<file path="src/rtl/alu_pkg.sv">
// Shared ALU definitions: MIPS funct codes and the multiplier FSM state encoding.
package alu_pkg;

  localparam logic [5:0] ADD   = 6'b100000;
  localparam logic [5:0] SUB   = 6'b100010;
  localparam logic [5:0] AND   = 6'b100100;
  localparam logic [5:0] OR    = 6'b100101;
  localparam logic [5:0] SLT   = 6'b101010;
  localparam logic [5:0] SRL   = 6'b000010;
  localparam logic [5:0] MFHI  = 6'b010000;
  localparam logic [5:0] MFLO  = 6'b010010;
  localparam logic [5:0] MULTU = 6'b011001;

  typedef enum logic {
    IDLE = 1'b0,
    RUN  = 1'b1
  } state_e;

endpackage

</file>
<file path="src/rtl/multu_hilo_unit_if.sv">
// Execution-stage result bus: operands, function code, upstream results and the selected output.
interface multu_hilo_unit_if;

  logic [31:0] dataA;
  logic [31:0] dataB;
  logic [5:0]  Signal;
  logic [31:0] aluOut;
  logic [31:0] shifterOut;
  logic [31:0] dataOut;
  logic        busy;
  logic        done;

  modport master (
    output dataA, dataB, Signal, aluOut, shifterOut,
    input  dataOut, busy, done
  );

  modport slave (
    input  dataA, dataB, Signal, aluOut, shifterOut,
    output dataOut, busy, done
  );

endinterface

</file>
<file path="src/rtl/multu_hilo_unit_core.sv">
// 32-step shift-add unsigned multiplier; load_o strobes the final stepped product for HI/LO.
module multu_core
  import alu_pkg::*;
(
  input  logic        clk,
  input  logic        reset,
  input  logic        start_i,
  input  logic [31:0] mcand_i,
  input  logic [31:0] mplier_i,
  output logic [63:0] product_o,
  output logic        busy_o,
  output logic        done_o,
  output logic        load_o
);

  state_e      state_q, state_d;
  logic [63:0] prod_q, prod_d;
  logic [31:0] mcand_q, mcand_d;
  logic [4:0]  cnt_q, cnt_d;
  logic        done_q, done_d;
  logic [32:0] upper;
  logic [63:0] step;

  // 33-bit add keeps the carry so all-ones operands do not overflow the top half
  always_comb begin
    upper = prod_q[0] ? ({1'b0, prod_q[63:32]} + {1'b0, mcand_q})
                      : {1'b0, prod_q[63:32]};
    step  = {upper, prod_q[31:1]};
  end

  always_comb begin
    state_d = state_q;
    prod_d  = prod_q;
    mcand_d = mcand_q;
    cnt_d   = cnt_q;
    done_d  = 1'b0;
    load_o  = 1'b0;
    case (state_q)
      IDLE: begin
        if (start_i) begin
          prod_d  = {32'b0, mplier_i};
          mcand_d = mcand_i;
          cnt_d   = '0;
          state_d = RUN;
        end
      end
      RUN: begin
        prod_d = step;
        cnt_d  = cnt_q + 5'd1;
        if (cnt_q == 5'd31) begin
          done_d  = 1'b1;
          load_o  = 1'b1;
          state_d = IDLE;
        end
      end
      default: state_d = IDLE;
    endcase
  end

  always_ff @(posedge clk) begin
    if (reset) begin
      state_q <= IDLE;
      prod_q  <= '0;
      mcand_q <= '0;
      cnt_q   <= '0;
      done_q  <= 1'b0;
    end else begin
      state_q <= state_d;
      prod_q  <= prod_d;
      mcand_q <= mcand_d;
      cnt_q   <= cnt_d;
      done_q  <= done_d;
    end
  end

  assign product_o = step;
  assign busy_o    = (state_q == RUN);
  assign done_o    = done_q;

endmodule

</file>
<file path="src/rtl/multu_hilo_unit.sv">
// HI/LO register pair plus the execution-stage result selector around the MULTU core.
module multu_hilo_unit
  import alu_pkg::*;
(
  input logic               clk,
  input logic               reset,
  multu_hilo_unit_if.slave  bus
);

  logic [31:0] hi_q, lo_q;
  logic [63:0] product;
  logic        load;

  multu_core u_core (
    .clk       (clk),
    .reset     (reset),
    .start_i   (bus.Signal == MULTU),
    .mcand_i   (bus.dataA),
    .mplier_i  (bus.dataB),
    .product_o (product),
    .busy_o    (bus.busy),
    .done_o    (bus.done),
    .load_o    (load)
  );

  always_ff @(posedge clk) begin
    if (reset) begin
      hi_q <= '0;
      lo_q <= '0;
    end else if (load) begin
      hi_q <= product[63:32];
      lo_q <= product[31:0];
    end
  end

  always_comb begin
    bus.dataOut = '0;
    if (!reset) begin
      case (bus.Signal)
        ADD, SUB, AND, OR, SLT: bus.dataOut = bus.aluOut;
        SRL:                    bus.dataOut = bus.shifterOut;
        MFHI:                   bus.dataOut = hi_q;
        MFLO:                   bus.dataOut = lo_q;
        default:                bus.dataOut = '0;
      endcase
    end
  end

endmodule

</file>
<file path="src/flat_wrapper.sv">
// flat-port wrapper written by rule: the top's interface ports become plain ports
module multu_hilo_unit_flat import alu_pkg::*;
  (clk, reset, bus_dataA, bus_dataB, bus_Signal, bus_aluOut, bus_shifterOut, bus_dataOut, bus_busy, bus_done);
  multu_hilo_unit_if bus_i ();
  input logic clk;
  input logic reset;
  input wire logic [$bits(bus_i.dataA)-1:0] bus_dataA;
  input wire logic [$bits(bus_i.dataB)-1:0] bus_dataB;
  input wire logic [$bits(bus_i.Signal)-1:0] bus_Signal;
  input wire logic [$bits(bus_i.aluOut)-1:0] bus_aluOut;
  input wire logic [$bits(bus_i.shifterOut)-1:0] bus_shifterOut;
  output wire logic [$bits(bus_i.dataOut)-1:0] bus_dataOut;
  output wire logic [$bits(bus_i.busy)-1:0] bus_busy;
  output wire logic [$bits(bus_i.done)-1:0] bus_done;
  assign bus_i.dataA = bus_dataA;
  assign bus_i.dataB = bus_dataB;
  assign bus_i.Signal = bus_Signal;
  assign bus_i.aluOut = bus_aluOut;
  assign bus_i.shifterOut = bus_shifterOut;
  assign bus_dataOut = bus_i.dataOut;
  assign bus_busy = bus_i.busy;
  assign bus_done = bus_i.done;
  multu_hilo_unit u_core (.clk(clk), .reset(reset), .bus(bus_i));
endmodule
</file>
<file path="config.mk">
export PLATFORM = sky130hd
export DESIGN_NAME = multu_hilo_unit_flat
export DESIGN_NICKNAME = d
export VERILOG_FILES = /design/src/rtl/alu_pkg.sv /design/src/rtl/multu_hilo_unit_if.sv /design/src/rtl/multu_hilo_unit_core.sv /design/src/rtl/multu_hilo_unit.sv /design/src/flat_wrapper.sv
export SDC_FILE = /design/constraint.sdc
export NUM_CORES = 1
export LEC_CHECK = 0
export BUFFER_PORTS_ARGS = -buffer_cell sky130_fd_sc_hd__clkbuf_2
export CAP_MARGIN = 40
export CELL_PAD_IN_SITES_DETAIL_PLACEMENT = 0
export CELL_PAD_IN_SITES_GLOBAL_PLACEMENT = 1
export CORE_ASPECT_RATIO = 0.9
export CORE_UTILIZATION = 42
export CTS_BUF_LIST = sky130_fd_sc_hd__clkbuf_4
export DETAILED_ROUTE_END_ITERATION = 10
export GPL_TIMING_DRIVEN = 0
export PLACE_DENSITY_LB_ADDON = 0.25
export SKIP_CTS_REPAIR_TIMING = 1
export SYNTH_ARGS = -nofsm -noshare
export SYNTH_HDL_FRONTEND = slang
export SYNTH_SLANG_ARGS = --single-unit
</file>
<file path="constraint.sdc">
create_clock -name clk -period 3.8 [get_ports clk]
set_input_delay 0.19 -clock clk [delete_from_list [all_inputs] [get_ports clk]]
set_output_delay 0.19 -clock clk [all_outputs]
set_load 0.005 [all_outputs]
</file>
-- Word-level counts from Yosys, hierarchy flattened
Index checks and enable logic that the tools add are counted.
- register bits after elaboration: 167
- word-level logic and storage cells: 35
- output and inout bits: 34
- input bits: 136
- bitwise operators: 1
- muxes and demuxes: 12
- add/sub/neg operators: 2
- eq/ne operators: 11
- reductions and logical operators: 2
- operator list (cell ; number):
    32-bit case mux with 4 select lines ; 1
    64-bit case mux with 2 select lines ; 1
    64-bit two-way mux ; 1
    32-bit by 32-bit adder with 33-bit output ; 1
    33-bit two-way mux ; 1
    32-bit two-way mux ; 1
    6-bit == test (second input constant) ; 5
    6-bit by 5-bit == test with 1-bit output (second input constant) ; 3
    5-bit case mux with 2 select lines ; 1
    6-bit by 2-bit == test with 1-bit output (second input constant) ; 1
    5-bit by 1-bit adder with 5-bit output (second input constant) ; 1
    5-bit == test (second input constant) ; 1
    5-bit two-way mux ; 1
    5-bit OR reduction ; 1
    1-bit two-way mux ; 4
    2-bit != test (second input constant) ; 1
    1-bit case mux with 2 select lines ; 1
    2-bit AND reduction ; 1
    1-bit NOT ; 1

-- Depth between registers and ports, before layout
Gate-level depths: netlist of run 1.
- depth after elaboration: 4
- mapped depth: 10
- gate-level depth less buffers: 10

-- Hierarchy
A second synthesis of run 1 with hierarchy kept.
- cells, all modules: 1168
- area, all modules: 9631.7 sq um
- modules (own cells, without submodules) (module ; area each (sq um) ; instances ; seq. area each (sq um) ; cells each):
    multu_core ; 6463.7 ; 1 ; 2062.0 ; 838
    multu_hilo_unit ; 3168.0 ; 1 ; 1281.2 ; 330

-- Worst setup path before layout of run 1
No wires, ideal clock.
- path type: register -> register
- start point: register u_core.u_core.prod_q[32]
- end point: register u_core.u_core.prod_q[51]
- setup slack: 1.128 ns
- setup time: 0.086 ns
- cell stages (with the launch flop): 11
- buffers on the path: 0
- arrival: 2.586 ns
- required time: 3.714 ns
- cell sequence: dfxtp_1 ha_1 fa_1 a21o_1 a221o_1 a32o_1 or3_1 a21oi_1 xnor2_1 mux2i_1 a211oi_1
- cells in the longest elaborated chain, start to end: 3
- RTL lines (element ; line ; source):
    start: declaration ; multu_hilo_unit_core.sv:17 ; logic [63:0] prod_q, prod_d;
    start signal: assignment ; multu_hilo_unit_core.sv:69 ; prod_q <= prod_d;
    32-bit by 32-bit adder with 33-bit output ; multu_hilo_unit_core.sv:26 ; upper = prod_q[0] ? ({1'b0, prod_q[63:32]} + {1'b0, mcand_q})
    33-bit two-way mux ; multu_hilo_unit_core.sv:26 ;
    64-bit case mux with 2 select lines ; multu_hilo_unit_core.sv:38 ; case (state_q)
Every way passes these cells.
A chain may end at the register's enable or synchronous reset.

-- Final worst setup path of run 1
- start point: register u_core.u_core.prod_q[32]
- end point: register u_core.u_core.prod_q[63]
The elaborated chain is that of the path after synthesis.

==> impl_metrics.py, run 1 <==
metrics = {
    "hold_path": {
        "hold_path_end": "u_core.u_core.prod_q[27]",
        "hold_class": "primary input to flip-flop",
        "hold-path-cell-count": 5,
        "worstHoldStart": "bus_dataB[27]",
    },
    "sta": {
        "finalCritPeriodShare_pct": 85.8,
        "slew_viol_final": 0,
        "skew_ns": 0.0219,
        "slew_headroom_pct": 44.8,
        "rsz0062_at_grt": "false",
        "fmax_mhz": 307,
        "tns_ns": 0,
        "max_slew.worst_pin.slew_ns": 0.829,
        "finalHoldViolCount": 4,
        "period_needed_ns": 3.26,
        "setup_viol": 0,
        "fin_hold_ws_ns": -0.0453,
    },
    "layout": {
        "fin_area_um2": 10900,
        "syn2layout_area_growth_pct": 23.8,
        "final_nets": 1504,
        "postLayoutCoreUtil_pct": 53.9,
        "fillers": 2026,
        "layout-drive-gt1-share_pct": 15.7,
    },
    "outcome": {
        "violations": "negative hold slack",
        "status": "complete, but fails checks",
    },
    "routing": {
        "via_per_inst": 5.63,
        "drcViolationCount": 0,
        "post_drt_wl_per_cell_um": 18.0,
        "drt_iter0_markers": 777,
        "route.antenna.remaining_nets": 0,
        "drt_wl_total_mm": 28.8,
        "vias": 9017,
        "dr.pass1.iters": 8,
    },
    "logic_synthesis": {
        "synth_edf_count": 0,
        "yosysTopAreaCellShare_pct": 38.0,
        "yosysWarnings": 0,
        "synth_area_leader_cell": "dfxtp_1",
        "netlist_top_cells_count": "nand2_1 (170), dfxtp_1 (167), a21oi_1 (147), nor2_1 (110), clkbuf_1 (71)",
        "ys_top_cells_by_area": "dfxtp_1 (38%), a21oi_1 (8.4%), nand2_1 (7.3%)",
        "synthArstFlopShare_pct": 0,
        "synth_seq_area_share_pct": 38.0,
        "syn_inst": 1085,
        "yosysMostFrequentCell": "nand2_1",
        "netlist_area_um2": 8800,
        "syn_avg_cell_area_um2": 8.11,
        "ys_types": 63,
        "synth_seq_cells": 167,
        "syn-num-nets": 1256,
        "synth_ff_type": "dfxtp_1",
    },
    "clocking": {
        "cts.sinks": 167,
        "cts_tree": "built",
        "htree_levels": 4,
        "clkTransAtPathRegs_ns": 0.16,
        "cts-root-buf": "clkbuf_4",
        "clk_latency_ns": 0.60,
        "cts_made_buffers": 17,
        "cts_max_path_buffers": 2,
    },
    "die": {
        "start_util_pct": 43.5,
        "rows": 49,
        "core-area_um2": 20200,
        "ioPinCount": 170,
        "die_area_um2": 21500,
        "die_y_um": 139,
        "die-width_um": 155,
    },
    "pwr": {
        "pwr-share-clk_pct": 38.5,
        "p_switching_w": 0.000841,
        "ir_drop_mv": 0.224,
        "p_per_area_nw_per_um2": 299,
        "sw_frac_of_total_pct": 25.8,
        "p_int_w": 0.00242,
        "seqPwrFrac_pct": 54.1,
        "total_power_w": 0.00326,
        "power_frac_comb_pct": 7.4,
        "p_leak_nw": 4.58,
    },
    "setup_path": {
        "critPathArrivalTime_ns": 3.76,
        "worstReg2RegStart": "u_core.u_core.prod_q[32]",
        "worstReg2RegEnd": "u_core.u_core.prod_q[63]",
        "cp.required_ns": 4.30,
        "worst-r2r-cell-count": 10,
        "crit_fanout": 3,
        "ff2ff_setup_slack_ns": 0.54,
        "worstSetupStartpointType": "flip-flop",
        "critPathKind": "flip-flop to flip-flop",
        "endpoint_kind": "flip-flop",
    },
    "global_routing": {
        "use_met2_pct": 42.1,
        "gr-usage-met3_pct": 4.39,
        "met1_usage_pct": 37.4,
        "grt_pass1_wl_mm": 44.5,
        "track_usage_pct": 26.6,
        "grt_overflow": 0,
        "top_usage_layer": "met2",
        "grt_max_degree": 17,
        "grt_pass1_vias": 8216,
        "antenna_found_initial": 1,
    },
    "placement": {
        "placed_area_um2": 9970,
        "gp_routability_congestion": 0.909,
        "hpwlAfterDp_mm": 21.9,
        "io_buffers": 169,
    },
    "run": {
        "drv_cap": 0,
    },
}
[worst max path at each step]
stage	startpoint	end	slack, ns
after detailed placement	u_core.u_core.prod_q[32]	u_core.u_core.prod_q[63]	0.59
after global routing	u_core.u_core.prod_q[32]	u_core.u_core.prod_q[63]	0.37
after global placement	u_core.u_core.prod_q[32]	u_core.hi_q[31]	0.61
after floorplan	u_core.u_core.prod_q[32]	u_core.u_core.prod_q[51]	1.13
after CTS	u_core.u_core.prod_q[32]	u_core.u_core.prod_q[63]	0.56
final	u_core.u_core.prod_q[32]	u_core.u_core.prod_q[63]	0.54
[stage by stage]
step / instances / worst slack [ns]
after global placement: 1509 / 0.605
after CTS: 1541 / 0.565
after detailed placement: 1510 / 0.594
after floorplan: 1085 / 1.13
final: 1601 / 0.539
after global routing: 1601 / 0.373
[worst max-delay path, cell delays in order (launching register included)]
cell and delay, ns:
dfxtp_1 0.36, ha_1 0.26, fa_1 0.42, a21o_1 0.19
a221o_1 0.40, a32o_1 0.29, nor3_1 0.37, nor2_1 0.13
a211oi_1 0.31, o21ai_0 0.21, a22o_1 0.23
[logic make-up after synthesis]
group,count (synthesis),share of synthesized area [%]
compound gates,361,27.3
simple gates,351,16.9
flops,167,38.0
buf+inv,89,3.81
mux,57,6.53
fa+ha+maj,35,5.06
xor+xnor,25,2.49
[placed cells by master (no fill, tap or decap), drive strengths merged, types with 4 or more instances in the layout]
cell type / count
nand4: 8
and2: 4
or3: 5
inv: 14
a22oi: 6
o21ai: 54
a222oi: 32
a31oi: 9
nand3: 13
and3: 10
a211oi: 8
bufinv: 4
nand2: 170
nor2b: 8
o211ai: 6
a2bb2oi: 4
ha: 34
a311oi: 6
a22o: 34
a21o: 20
a32oi: 4
dlygate4sd3: 59
nor3: 8
dfxtp: 167
o21bai: 6
mux2i: 54
nor2: 110
buf: 12
clkbuf: 257
xor2: 7
a21oi: 148
nor4: 4
xnor2: 18
[sequential cells by signal, indices dropped and copies added (netlist names)]
signal / count
u_core.u_core.busy_o: 1
u_core.u_core.mcand_q: 32
u_core.u_core.prod_q: 64
u_core.u_core.cnt_q: 5
u_core.u_core.done_o: 1
u_core.hi_q: 32
u_core.lo_q: 32
[power groups by stage]
stage	logic, W	registers, W	clock network, W
5_1_grt	0.000260	0.00176	0.00133
3_3_place_gp	0.000189	0.00180	0
4_1_cts	0.000190	0.00176	0.00126
6_report	0.000240	0.00176	0.00125
2_1_floorplan	0.0000787	0.00180	0
3_5_place_dp	0.000189	0.00180	0
[layer usage]
metal	vias up	part of all wire [%]
met4	0	1.3
met5	-	0
met3	25	6.5
li1	4461	-
met1	4219	46
met2	312	46
[final cells by class]
cell class                 count  area [um2]  area share [%]
buffer                        82         309            2.84
clock inverter                14         209            1.92
inverter                       7        26.3           0.241
clock buffer                  17         128            1.17
timing repair buffer         229        1440            13.2
sequential                   167        3340            30.7
tap                          255         319            2.93
multi-input combinational    829        5120            47.0
antenna                        1        2.50          0.0230
(Power assumes the default switching activity.)
==> run 2, diff against run 1 <==
ABC_AREA = 1   (was not set)
CORE_UTILIZATION = 41   (was 42)
==> impl_metrics.py, run 2 <==
metrics = {
    "setup_path": {
        "cp.required_ns": 4.32,
        "slowest_delay_ns": 0.52,
        "crit_fanout": 10,
        "critical_path.slowest_cell": "clkbuf_1",
        "critPathKind": "flip-flop to flip-flop",
        "endpoint_kind": "flip-flop",
        "critPathArrivalTime_ns": 2.92,
        "worstSetupStartpointType": "flip-flop",
        "worstPathCellList": "ha_1 > nand2_1 > nor2_1 > ha_1 > nand2_1 > nor2_1 > clkbuf_1 > nand3_1 > o21ai_0",
    },
    "sta": {
        "finalHoldViolCount": 0,
        "tns_ns": 0,
        "slew_headroom_pct": 54.6,
        "setup_viol": 0,
        "fmax_mhz": 417,
        "finalCritPeriodShare_pct": 63.1,
        "period_needed_ns": 2.40,
        "slew_viol_final": 0,
        "fin_hold_ws_ns": 0.0140,
        "max_slew.worst_pin.slew_ns": 0.681,
        "skew_ns": 0.0332,
        "rsz0062_at_grt": "false",
    },
    "clocking": {
        "clkTransAtPathRegs_ns": 0.17,
        "cts_max_path_buffers": 2,
        "htree_levels": 4,
        "cts-root-buf": "clkbuf_4",
        "clk_latency_ns": 0.59,
        "cts.sinks": 167,
        "cts_made_buffers": 17,
        "cts_tree": "built",
    },
    "die": {
        "core-area_um2": 22600,
        "die_y_um": 146,
        "ioPinCount": 170,
        "die-width_um": 162,
        "start_util_pct": 42.1,
        "rows": 52,
        "die_area_um2": 23800,
    },
    "global_routing": {
        "grt_pass1_wl_mm": 49.7,
        "antenna_found_initial": 1,
        "track_usage_pct": 27.2,
        "grt_max_degree": 19,
        "grt_pass1_vias": 9113,
        "grt_overflow": 0,
    },
    "logic_synthesis": {
        "synth_seq_area_share_pct": 35.2,
        "syn_avg_cell_area_um2": 6.59,
        "netlist_top_cells_count": "nand2_1 (416), inv_1 (193), dfxtp_1 (167), nor2_1 (139), nand3_1 (98)",
        "yosysWarnings": 0,
        "ys_top_cells_by_area": "dfxtp_1 (35%), nand2_1 (16%), inv_1 (7.6%)",
        "synth_edf_count": 0,
        "yosysMostFrequentCell": "nand2_1",
        "syn-num-nets": 1612,
        "synthArstFlopShare_pct": 0,
        "ys_types": 37,
        "synth_area_leader_cell": "dfxtp_1",
        "synth_seq_cells": 167,
        "synth_ff_type": "dfxtp_1",
        "netlist_area_um2": 9500,
        "syn_inst": 1441,
        "yosysTopAreaCellShare_pct": 35.2,
    },
    "routing": {
        "vias": 10200,
        "post_drt_wl_per_cell_um": 16.2,
        "drt_wl_total_mm": 32.5,
        "drt_iter0_markers": 783,
        "via_per_inst": 5.11,
        "route.antenna.remaining_nets": 0,
        "drcViolationCount": 0,
        "dr.pass1.iters": 8,
    },
    "layout": {
        "final_cells": 2003,
        "layout-drive-gt1-share_pct": 15.1,
        "mostFrequentLayoutCells": "nand2_1 (416), inv_1 (193), clkbuf_2 (169), dfxtp_1 (167), nor2_1 (139)",
        "mostFrequentLayoutCell": "nand2_1",
        "largest_register": "u_core.u_core.prod_q",
        "fillers": 2390,
        "largest_reg_flops": 64,
        "final_nets": 1863,
        "syn2layout_area_growth_pct": 22.5,
    },
    "placement": {
        "hpwlAfterDp_mm": 26.0,
        "io_buffers": 169,
        "dp_cells": 1907,
        "gp_routability_congestion": 0.943,
    },
    "outcome": {
        "status": "finished clean",
    },
    "run": {
        "drv_cap": 0,
    },
    "pwr": {
        "p_leak_nw": 5.42,
        "ir_drop_mv": 0.172,
        "p_per_area_nw_per_um2": 266,
    },
    "hold_path": {
        "hold_class": "primary input to flip-flop",
    },
}
-- run 2: cells by family (layout without fill, tap and decap cells) --
kind of cell	after synthesis	count (layout)	share of synthesized area (%)
other	0	1	0
and+or+nand+nor	706	706	30.9
DFF	167	167	35.2
buffers and inverters	263	527	10.9
AOI/OAI and AO/OA	254	254	16.8
muxes	2	2	0.224
adders and majority gates	35	35	4.69
xor gates and xnor gates	14	14	1.29
-- run 2: final cells by class --
class | count | area (um2) | area share, %
Antenna cell | 1 | 2.50 | 0.0215
Buffer | 67 | 303 | 2.60
Clock buffer | 17 | 128 | 1.10
Clock inverter | 15 | 163 | 1.40
Inverter | 196 | 736 | 6.32
Multi-Input combinational cell | 1011 | 5110 | 44.0
Sequential cell | 167 | 3340 | 28.7
Tap cell | 297 | 372 | 3.19
Timing Repair Buffer | 232 | 1480 | 12.7
-- run 2: final timing paths --
path	start	endpoint	slack, ns	cells past startpoint
min reg2reg	u_core.hi_q[16]	u_core.hi_q[16]	0.47	2
min	bus_dataA[21]	u_core.u_core.mcand_q[21]	0.01	3
max	u_core.u_core.cnt_q[1]	u_core.hi_q[22]	1.40	9
max reg2reg	u_core.u_core.cnt_q[1]	u_core.hi_q[22]	1.40	9
-- run 2: layer usage --
layer | GRT usage [%] | part of all wire, % | vias up
li1 | - | - | 5204
met1 | 39.7 | 49 | 4681
met2 | 41.5 | 44 | 322
met3 | 4.29 | 6.1 | 33
met4 | 6.42 | 1.3 | 0
met5 | 0 | 0 | -
-- run 2: power breakdown --
| part | internal (W) | switching (W) | total, W | leakage (nW) |
|---|---|---|---|---|
| Clock | 0.000300 | 0.000750 | 0.00105 | 0.152 |
| Sequential | 0.00176 | 0.00000649 | 0.00177 | 1.35 |
| Combinational | 0.000136 | 0.000145 | 0.000281 | 3.92 |
-- run 2: critical path: cells and delay by family (launching register included) --
| family | cells | cell delay [ns] |
|---|---|---|
| flip-flops | 1 | 0.43 |
| buffers and inverters | 1 | 0.52 |
| AO/OA/AOI/OAI | 1 | 0.11 |
| adder cells (fa/ha/maj) | 2 | 0.34 |
| AND/OR/NAND/NOR | 5 | 0.92 |
-- run 2: stage by stage --
stage	cell area (um2)	setup slack, ns	utilization (%)	power [W]
2_1_floorplan	9500	1.93	-	0.00191
3_3_place_gp	10700	1.45	47.5	0.00203
3_5_place_dp	10700	1.49	47.5	0.00203
4_1_cts	11000	1.43	48.7	0.00306
5_1_grt	11600	1.21	51.5	0.00321
6_report	11600	1.40	51.5	0.00310
